### src/rtl/spi_seq_pkg.sv
`default_nettype none
// ============================================================================
//  Module      : spi_seq_pkg
//  Description : Shared types for the SPI flash command sequencer: FSM state
//                encoding, the 9-bit byte-count type and the address byte
//                selector used by the TX byte mux.
//  Revision    : 1.0 - initial release
// ============================================================================
package spi_seq_pkg;

  // Byte counts reach 1 + 3 + 15 + 255 = 274, so 9 bits are needed.
  localparam int c_TOTAL_W = 9;

  typedef logic [c_TOTAL_W-1:0] total_t;

  typedef enum logic [2:0] {
    S_IDLE   = 3'd0,
    S_SETUP  = 3'd1,
    S_ACTIVE = 3'd2,
    S_HOLD   = 3'd3,
    S_ABORT  = 3'd4
  } seq_state_t;

  // Address byte k (1-based) of an nbytes-wide address, MSB first.
  // The distance from the last address byte selects the 8-bit lane.
  function automatic logic [7:0] addr_byte(input logic [23:0] a,
                                           input logic [1:0]  nbytes,
                                           input logic [1:0]  k);
    logic [1:0] w_lane;
    w_lane = nbytes - k;
    case (w_lane)
      2'd0:    addr_byte = a[7:0];
      2'd1:    addr_byte = a[15:8];
      default: addr_byte = a[23:16];
    endcase
  endfunction

endpackage
`default_nettype wire

### src/rtl/spi_flash_seq.sv
`default_nettype none
// ============================================================================
//  Module      : spi_flash_seq
//  Description : Sequences one SPI flash transaction (command, address,
//                dummy and data bytes) into an SPI engine's TX/RX FIFOs,
//                with host-side write/read handshakes, CS hold time and
//                abort with FIFO flush.
//  Revision    : 1.0 - initial release
//
//  Ports
//    clk, rst_n          : clock, synchronous active-low reset
//    start, abort        : launch / cancel a transaction
//    cmd, addr,
//    addr_bytes, dummy,
//    len, dir            : transaction descriptor, latched on start
//    wdata/wvalid/wready : host write data stream (dir = 0)
//    rdata/rvalid/rready : host read data stream  (dir = 1)
//    busy, done, aborted : status
//    spi_*               : SPI engine FIFO and control interface
// ============================================================================
module spi_flash_seq
  import spi_seq_pkg::*;
#(
  parameter int CSH = 2
) (
  input  logic        clk,
  input  logic        rst_n,
  input  logic        start,
  input  logic        abort,
  input  logic [7:0]  cmd,
  input  logic [23:0] addr,
  input  logic [1:0]  addr_bytes,
  input  logic [3:0]  dummy,
  input  logic [7:0]  len,
  input  logic        dir,
  input  logic [7:0]  wdata,
  input  logic        wvalid,
  output logic        wready,
  output logic [7:0]  rdata,
  output logic        rvalid,
  input  logic        rready,
  output logic        busy,
  output logic        done,
  output logic        aborted,
  output logic        spi_wr,
  output logic [7:0]  spi_datai,
  input  logic        spi_tx_full,
  output logic        spi_rd,
  input  logic [7:0]  spi_datao,
  input  logic        spi_rx_empty,
  input  logic        spi_busy,
  output logic        spi_ss,
  output logic        spi_rx_en,
  output logic        spi_tx_flush,
  output logic        spi_rx_flush
);

  seq_state_t  r_state;
  logic [7:0]  r_cmd;
  logic [23:0] r_addr;
  logic [1:0]  r_abytes;
  logic        r_dir;
  total_t      r_hdr;       // 1 + addr_bytes + dummy: first data byte index
  total_t      r_total;
  total_t      r_tx_cnt;
  total_t      r_rx_cnt;
  logic [3:0]  r_hold_cnt;

  logic r_ss;
  logic r_rx_en;
  logic r_busy;
  logic r_done;
  logic r_aborted;
  logic r_tx_flush;
  logic r_rx_flush;

  logic       w_active;
  logic       w_tx_pend;
  logic       w_tx_wphase;
  logic       w_spi_wr;
  logic       w_rx_pend;
  logic       w_rx_rphase;
  logic       w_rx_discard;
  logic       w_spi_rd;
  logic       w_rvalid;
  logic [7:0] w_tx_byte;

  // An abort in the same cycle already suppresses all FIFO/host strobes.
  assign w_active     = (r_state == S_ACTIVE) && !abort;

  assign w_tx_pend    = r_tx_cnt < r_total;
  assign w_tx_wphase  = w_tx_pend && !r_dir && (r_tx_cnt >= r_hdr);
  assign w_spi_wr     = w_active && w_tx_pend && !spi_tx_full &&
                        (!w_tx_wphase || wvalid);

  assign w_rx_pend    = r_rx_cnt < r_total;
  assign w_rx_rphase  = w_active && w_rx_pend && r_dir && (r_rx_cnt >= r_hdr);
  // Header echoes, and everything during a write, are dropped internally.
  assign w_rx_discard = w_active && w_rx_pend && !(r_dir && (r_rx_cnt >= r_hdr));
  assign w_rvalid     = w_rx_rphase && !spi_rx_empty;
  assign w_spi_rd     = !spi_rx_empty && (w_rx_discard || (w_rx_rphase && rready));

  always_comb begin
    w_tx_byte = 8'h00;
    if (r_tx_cnt == '0) begin
      w_tx_byte = r_cmd;
    end else if (r_tx_cnt <= {7'd0, r_abytes}) begin
      w_tx_byte = addr_byte(r_addr, r_abytes, r_tx_cnt[1:0]);
    end else if (w_tx_wphase) begin
      w_tx_byte = wdata;
    end
  end

  assign spi_wr    = w_spi_wr;
  assign spi_datai = w_spi_wr ? w_tx_byte : 8'h00;
  assign wready    = w_spi_wr && w_tx_wphase;
  assign spi_rd    = w_spi_rd;
  assign rvalid    = w_rvalid;
  assign rdata     = w_rvalid ? spi_datao : 8'h00;

  assign spi_ss       = r_ss;
  assign spi_rx_en    = r_rx_en;
  assign busy         = r_busy;
  assign done         = r_done;
  assign aborted      = r_aborted;
  assign spi_tx_flush = r_tx_flush;
  assign spi_rx_flush = r_rx_flush;

  // Status outputs are registered alongside the state so they change on the
  // same edge as the state they describe.
  always_ff @(posedge clk) begin
    if (!rst_n) begin
      r_state    <= S_IDLE;
      r_cmd      <= 8'h00;
      r_addr     <= 24'h0;
      r_abytes   <= 2'd0;
      r_dir      <= 1'b0;
      r_hdr      <= '0;
      r_total    <= '0;
      r_tx_cnt   <= '0;
      r_rx_cnt   <= '0;
      r_hold_cnt <= 4'd0;
      r_ss       <= 1'b0;
      r_rx_en    <= 1'b0;
      r_busy     <= 1'b0;
      r_done     <= 1'b0;
      r_aborted  <= 1'b0;
      r_tx_flush <= 1'b0;
      r_rx_flush <= 1'b0;
    end else begin
      r_done     <= 1'b0;
      r_aborted  <= 1'b0;
      r_tx_flush <= 1'b0;
      r_rx_flush <= 1'b0;

      if (w_spi_wr) r_tx_cnt <= r_tx_cnt + 1'b1;
      if (w_spi_rd) r_rx_cnt <= r_rx_cnt + 1'b1;

      case (r_state)
        S_IDLE: begin
          // start wins over a simultaneous abort here.
          if (start) begin
            r_cmd    <= cmd;
            r_addr   <= addr;
            r_abytes <= addr_bytes;
            r_dir    <= dir;
            r_hdr    <= 9'd1 + {7'd0, addr_bytes} + {5'd0, dummy};
            r_total  <= 9'd1 + {7'd0, addr_bytes} + {5'd0, dummy} + {1'b0, len};
            r_tx_cnt <= '0;
            r_rx_cnt <= '0;
            r_ss     <= 1'b1;
            r_rx_en  <= 1'b1;
            r_busy   <= 1'b1;
            r_state  <= S_SETUP;
          end
        end

        S_SETUP: begin
          r_state <= abort ? S_ABORT : S_ACTIVE;
        end

        S_ACTIVE: begin
          if (abort) begin
            r_state <= S_ABORT;
          end else if ((r_rx_cnt == r_total) && !spi_busy) begin
            r_hold_cnt <= 4'd0;
            r_state    <= S_HOLD;
          end
        end

        S_HOLD: begin
          if (abort) begin
            r_state <= S_ABORT;
          end else if (r_hold_cnt == 4'(CSH - 1)) begin
            r_ss    <= 1'b0;
            r_rx_en <= 1'b0;
            r_busy  <= 1'b0;
            r_done  <= 1'b1;
            r_state <= S_IDLE;
          end else begin
            r_hold_cnt <= r_hold_cnt + 4'd1;
          end
        end

        S_ABORT: begin
          // Let the byte on the wire finish before flushing the FIFOs.
          if (!spi_busy) begin
            r_tx_flush <= 1'b1;
            r_rx_flush <= 1'b1;
            r_aborted  <= 1'b1;
            r_ss       <= 1'b0;
            r_rx_en    <= 1'b0;
            r_busy     <= 1'b0;
            r_state    <= S_IDLE;
          end
        end

        default: begin
          r_ss    <= 1'b0;
          r_rx_en <= 1'b0;
          r_busy  <= 1'b0;
          r_state <= S_IDLE;
        end
      endcase
    end
  end

endmodule
`default_nettype wire

### config.mk
export PLATFORM = sky130hd
export DESIGN_NAME = spi_flash_seq
export DESIGN_NICKNAME = d
export VERILOG_FILES = /design/src/rtl/spi_seq_pkg.sv /design/src/rtl/spi_flash_seq.sv
export SDC_FILE = /design/constraint.sdc
export NUM_CORES = 1
export LEC_CHECK = 0
export ABC_AREA = 0
export BUFFER_PORTS_ARGS = -buffer_cell sky130_fd_sc_hd__buf_4
export CAP_MARGIN = 40
export CORE_ASPECT_RATIO = 1.1
export CORE_MARGIN = 2
export CORE_UTILIZATION = 55
export CTS_BUF_LIST = sky130_fd_sc_hd__clkbuf_8 sky130_fd_sc_hd__clkbuf_16
export CTS_CLUSTER_DIAMETER = 120
export DETAILED_ROUTE_END_ITERATION = 10
export PLACE_DENSITY = 0.81
export SLEW_MARGIN = 20
export SYNTH_ARGS = -nofsm -noshare
export SYNTH_HDL_FRONTEND = slang
export SYNTH_SLANG_ARGS = --single-unit
### constraint.sdc
create_clock -name clk -period 2.73 [get_ports clk]
set_input_delay 0.273 -clock clk [delete_from_list [all_inputs] [get_ports clk]]
set_output_delay 0.273 -clock clk [all_outputs]
set_load 0.1 [all_outputs]
==> results of run 1 <==
## cells by family after synthesis
family,Yosys count,share of synthesized area
buffers and inverters,64,0.0590
multiplexers,8,0.0177
AND/OR/NAND/NOR,225,0.239
adder cells (fa/ha/maj),44,0.125
AO/OA/AOI/OAI,140,0.191
flip-flops,77,0.341
XOR/XNOR,14,0.0271
## routing by layer
layer	up-vias	wire length, um	track usage
met5	-	0	0
met4	0	538	0.134
met3	42	774	0.0451
met2	189	6890	0.526
met1	2152	5490	0.333
li1	2209	-	-
## area by class of cell
| class | count | area (um2) |
|---|---|---|
| repair buffers | 117 | 1110 |
| fillers | 502 | 1540 |
| clock inverters | 5 | 50.0 |
| inverters | 34 | 135 |
| multi-input cells | 432 | 3240 |
| clock buffers | 11 | 163 |
| well taps | 108 | 135 |
| flip-flops and latches | 77 | 1590 |
## worst max path at each step
stage,from,end,slack [ns],cells after the start
after floorplan,r_total[6]$_SDFFE_PN0P_,wready,-0.18,9
after global placement,r_total[6]$_SDFFE_PN0P_,rdata[1],0.11,8
after detailed placement,r_total[6]$_SDFFE_PN0P_,rdata[1],0.05,8
after CTS,r_total[4]$_SDFFE_PN0P_,spi_datai[1],-0.02,9
after global routing,r_total[7]$_SDFFE_PN0P_,spi_datai[0],-0.21,10
final,r_total[7]$_SDFFE_PN0P_,spi_datai[0],-0.14,10
## per-stage QoR
stage | instances | utilization | worst slack (ns)
after global routing | 784 | 0.807 | -0.206
after CTS | 778 | 0.773 | -0.0181
final | 784 | 0.807 | -0.139
after floorplan | 572 | - | -0.175
after detailed placement | 759 | 0.710 | 0.0481
after global placement | 759 | 0.710 | 0.108
## power by group through the flow
| stage | clock network [uW] | logic, uW | registers [uW] |
|---|---|---|---|
| 6_report | 931 | 722 | 1220 |
| 5_1_grt | 984 | 784 | 1230 |
| 4_1_cts | 928 | 657 | 1220 |
| 3_5_place_dp | 0 | 615 | 1250 |
| 3_3_place_gp | 0 | 600 | 1240 |
| 2_1_floorplan | 0 | 413 | 1240 |
## cells in the final DEF (no fill, tap or decap), types with 12 or more instances in the layout
cell     count
a21oi_1     62
buf_12      15
buf_4       96
dfxtp_1     53
dfxtp_2     18
ha_1        29
ha_4        12
inv_1       24
nand2_1    114
nand3_1     13
nor2_1      27
o21ai_0     14
## sequential cells by signal, indices dropped and copies added, names as in the netlist, 2 cells and up
| signal | flops |
|---|---|
| r_state | 3 |
| r_rx_cnt | 9 |
| r_addr | 24 |
| r_cmd | 8 |
| r_tx_cnt | 9 |
| r_hold_cnt | 4 |
| r_hdr | 5 |
| r_total | 9 |
| r_abytes | 2 |
## worst max-delay path, cell delays in order, from the launching register on
cell and delay [ns]:
dfxtp_2 0.34, inv_2 0.06, ha_1 0.30, nand2_2 0.12, nor2_1 0.09, a41o_1 0.27, nor4_4 0.23, buf_6 0.19
nand2_2 0.08, a311oi_4 0.33, buf_12 0.22
## Yosys cell counts, types with 2 or more instances
library cell    n
nor4b_1         2
clkbuf_1       21
o31ai_1         5
and4b_1         2
a41oi_1         2
a211oi_1        9
dfxtp_1        77
o21ai_1         2
nand4_1         5
buf_2           3
and4_1          2
o31a_1          2
or3_1           7
nor2b_1         7
mux2i_1         8
o211ai_1       10
inv_2           3
a21oi_1        70
nor2_1         28
nor3_1          2
a31oi_1         2
and3_1          4
nor4_1          4
nor4_2          2
xor2_1          8
fa_1            2
and2_1         12
buf_4           4
a311oi_1        8
xnor2_1         6
o21a_1          2
ha_1           42
nand3_1        13
inv_1          31
nand2_1       123
a21o_1          2
or4_1           5
o21ai_0        18
## repair_timing
action	4_1_cts	5_1_grt
pin swaps	9	15
buffers inserted	2	5
gates cloned	1	1
setup endpoints to repair	20	18
hold buffers	0	0
resized for setup	70	59
==> impl_metrics.yaml, run 1 <==
worst_hold_path:
  whs_path_depth: 2
  min_to: "spi_rx_flush$_SDFF_PN0_"
  hold_path_class: "input pin to flip-flop"
  min_from: "spi_busy"
pwr:
  p_clk_frac: 0.324
  pwr-share-seq: 0.425
  peakVddDrop_mv: 0.357
  p_total_uw: 2880
  switching_share: 0.313
  leakagePower_uw: 0.00263
  p_sw_uw: 899
  p_int_uw: 1980
  comb_power_share: 0.251
  pwr_density_cell_mw_per_mm2: 448
placed_design:
  post-dp-hpwl_mm: 8.98
  placed_cell_area_mm2: 0.00565
  io_buffers: 98
  gp_congestion: 0.888
routing:
  drtIter0Drc: 235
  via_count: 4592
  vias_per_cell: 5.86
  dr.pass1.iters: 5
  wl_mm: 13.7
  drcViolationCount: 0
  antenna_left: 0
  wl_per_cell_um: 17.5
worst_setup_path:
  startpoint_type: "flip-flop"
  crit_fanout: 8
  worstReg2RegStart: "r_hdr[4]$_SDFFE_PN0P_"
  worstReg2RegEnd: "r_rx_cnt[5]$_SDFF_PN0_"
  r2r_cells: 8
  required_ns: 2.46
  crit_path_end_kind: "output pin"
  ff2ff_setup_slack_ns: 0.16
  crit_type: "flip-flop to output pin"
  arrival_ns: 2.60
sta:
  setup_viol: 18
  slew_headroom: 0.601
  hold_ws_ns: 0.0997
  fin_skew_ns: 0.0136
  tns_ns: -1.46
  hold_viol_final: 0
  clock.fmax_ghz: 0.349
  period_minus_slack_ns: 2.87
  worstMarginPinSlew_ns: 0.591
  final_max_slew_viol_count: 0
  fin_crit_sh: 1.05
  rsz0062_at_grt: "true"
  setup_slack_ns: -0.139
global_routing:
  track_usage: 0.289
  grt_pass1_vias: 4449
  antenna_found_initial: 0
  grt_pass1_wl_mm: 20.9
  grt_max_degree: 32
  overflow: 0
yosys:
  synth_edf_count: 0
  async_flop_share: 0
  syn_area_mm2: 0.00452
  synth.distinct_cells: 55
  syn-mean-instance-area_um2: 7.90
  synth_flop_cell: "dfxtp_1"
  yosysSeqAreaShare: 0.341
  ys_warn_count: 0
  yosysTopAreaCellShare: 0.341
  syn_inst: 572
  syn_nets: 688
  ys_ff_latch: 77
  synth.area.top_cells: "dfxtp_1 (34%), ha_1 (12%), nand2_1 (10%)"
  synth_top_cell_by_area: "dfxtp_1"
floorplan:
  io_pins: 99
  die-height_um: 99.1
  rows: 34
  initial_utilization: 0.568
  die_x_um: 90.4
  die-area_mm2: 0.00896
  core_mm2: 0.00796
clocking:
  clk_pin_slew_ns: 0.08
  htree_levels: 3
  numCtsBuffers: 9
  clkSinkCount: 77
  tritoncts: "done"
  clk_latency_ns: 0.36
  clockBufferDepth: 2
  clock-root-buffer: "clkbuf_8"
cells_and_area:
  area_growth_pct: 42.0
  drive_gt1_frac: 0.351
  nNetsFinal: 787
  diodes: 0
  fin_area_mm2: 0.00642
outcome:
  violations: "setup timing"
  status: "finished with violations"
flow_run:
  drv_cap: 0
Note: power is estimated with default switching activity, not from simulation.
==> run 2, diff against run 1 <==
--- a/config.mk
+++ b/config.mk
@@ -14,7 +14,7 @@
 export CTS_BUF_LIST = sky130_fd_sc_hd__clkbuf_8 sky130_fd_sc_hd__clkbuf_16
 export CTS_CLUSTER_DIAMETER = 120
 export DETAILED_ROUTE_END_ITERATION = 10
-export PLACE_DENSITY = 0.81
+export PLACE_DENSITY = 0.93
 export SLEW_MARGIN = 20
 export SYNTH_ARGS = -nofsm -noshare
 export SYNTH_HDL_FRONTEND = slang
==> run 2 against run 1 <==
  * The run still ends with setup timing left
  * Global-route usage rose by 3.3 points
  * Critical path type unchanged
  * Die area did not move
  * Clock power fell by 5.4%
  * Cell area rose by 1.2%
  * Via count rose by 14%
  * Sequential power barely moved
==> impl_metrics.yaml, run 2 (same netlist as run 1, synthesis figures left out) <==
pwr:
  peakVddDrop_mv: 0.295
  pwr_density_cell_mw_per_mm2: 445
  leakagePower_uw: 0.00271
placed_design:
  place_inst: 759
  io_buffers: 98
  gp_congestion: 0.900
  post-dp-hpwl_mm: 9.27
  place_ws_ns: -0.108
sta:
  fin_crit_sh: 1.08
  setup_viol: 18
  final_max_slew_viol_count: 0
  worstMarginPinSlew_ns: 0.737
  hold_viol_final: 0
  clock.fmax_ghz: 0.339
  fin_skew_ns: 0.0137
  setup_slack_ns: -0.222
  rsz0062_at_grt: "true"
  slew_headroom: 0.507
  period_minus_slack_ns: 2.95
routing:
  vias_per_cell: 6.57
  dr.pass1.iters: 6
  via_count: 5226
  wl_mm: 17.3
  drcViolationCount: 0
  antenna_left: 0
  drtIter0Drc: 590
  wl_per_cell_um: 21.7
clocking:
  numCtsBuffers: 9
  clock-root-buffer: "clkbuf_8"
  cts-hold-fix-buffers: 0
  clk_pin_slew_ns: 0.07
  htree_levels: 3
  tritoncts: "done"
  clkSinkCount: 77
  clockBufferDepth: 2
  clk_latency_ns: 0.36
global_routing:
  grt_max_degree: 55
  grt_pass1_wl_mm: 23.1
  grt_pass1_vias: 4741
  track_usage: 0.321
  overflow: 0
  antenna_found_initial: 0
cells_and_area:
  nNetsFinal: 799
  layout_commonest_cell: "nand2_1"
  largest_register_ffs: 24
  drive_gt1_frac: 0.358
  layout.cells.non_filler: 795
  diodes: 0
  area_growth_pct: 43.8
  fillCellCount: 422
  largest-register: "r_addr"
  mostFrequentLayoutCells: "nand2_1 (115), buf_4 (106), a21oi_1 (64)"
outcome:
  status: "finished with violations"
  violations: "setup timing"
worst_setup_path:
  required_ns: 2.46
  r2r_cells: 9
  crit_fanout: 5
  arrival_ns: 2.68
  startpoint_type: "flip-flop"
  worstReg2RegEnd: "r_rx_cnt[4]$_SDFF_PN0_"
  crit_path_end_kind: "output pin"
  crit_type: "flip-flop to output pin"
  ff2ff_setup_slack_ns: 0.06
  worstReg2RegStart: "r_hdr[4]$_SDFFE_PN0P_"
floorplan:
  die_x_um: 90.4
  die-height_um: 99.1
  core_mm2: 0.00796
  rows: 34
  io_pins: 99
  initial_utilization: 0.568
  die-area_mm2: 0.00896
worst_hold_path:
  min_to: "spi_rx_flush$_SDFF_PN0_"
  min_from: "spi_busy"
  hold_path_class: "input pin to flip-flop"
  whs_path_depth: 2
flow_run:
  drv_cap: 0
-- run 2: changes by cell type in the layout (fill, tap and decap cells not counted), sizes merged --
cell / delta
and2: +1
buf: +10
clkinv: +2
inv: -2
-- run 2: layout make-up --
class	count	area [um2]	area share
Clock buffer	10	138	0.0212
Inverter	34	140	0.0216
Tap cell	108	135	0.0208
Clock inverter	5	52.6	0.00809
Timing Repair Buffer	128	1180	0.181
Sequential cell	77	1590	0.244
Multi-Input combinational cell	433	3270	0.503
-- run 2: worst max-delay path, cell delays in order (launching register included) --
cell and delay [ns]:
dfxtp_4 0.37, nor4_4 0.48, nor4b_4 0.44, and2_4 0.27, o211ai_1 0.18, a311oi_4 0.36
buf_12 0.22
-- run 2: layer usage --
metal  vias up  share of wire  GRT usage
li1       2229              -          -
met1      2420           0.35      0.375
met2       444           0.47      0.552
met3       133           0.10     0.0573
met4         0          0.076      0.194
met5         -              0          0
-- run 2: what timing repair did --
action,in CTS,in global routing
pin swaps,17,16
setup buffers,7,10
endpoints found under the setup margin,20,20
endpoints found under the hold margin,0,0
gates resized for setup,71,52
cloned,1,3
-- run 2: report_power, final --
part	internal, uW	switching [uW]	leakage, uW
logic	311	466	0.00196
registers	1180	51.6	0.000641
clock network	438	443	0.000103
total	1930	961	0.00271
-- run 2: through the flow --
step	util	instance area [um2]	TNS [ns]	hold WS, ns	total power (uW)
2_1_floorplan	-	4850	-1.53	0.350	1660
3_3_place_gp	0.709	5640	-0.0108	0.442	1830
3_5_place_dp	0.709	5640	-0.160	0.448	1850
4_1_cts	0.773	6150	-0.0431	0.0997	2730
5_1_grt	0.817	6500	-3.61	0.105	2970
6_report	0.817	6500	-2.08	0.108	2890
-- run 2: worst max path at each step --
stage	startpoint	endpoint	slack [ns]	cells past startpoint
2_1_floorplan	r_total[6]$_SDFFE_PN0P_	wready	-0.18	9
3_3_place_gp	addr_bytes[0]	r_total[7]$_SDFFE_PN0P_	-0.01	12
3_5_place_dp	addr_bytes[0]	r_total[7]$_SDFFE_PN0P_	-0.11	12
4_1_cts	r_total[6]$_SDFFE_PN0P_	spi_datai[1]	-0.02	10
5_1_grt	r_tx_cnt[8]$_SDFF_PN0_	spi_datai[5]	-0.28	6
6_report	r_tx_cnt[8]$_SDFF_PN0_	spi_datai[5]	-0.22	6
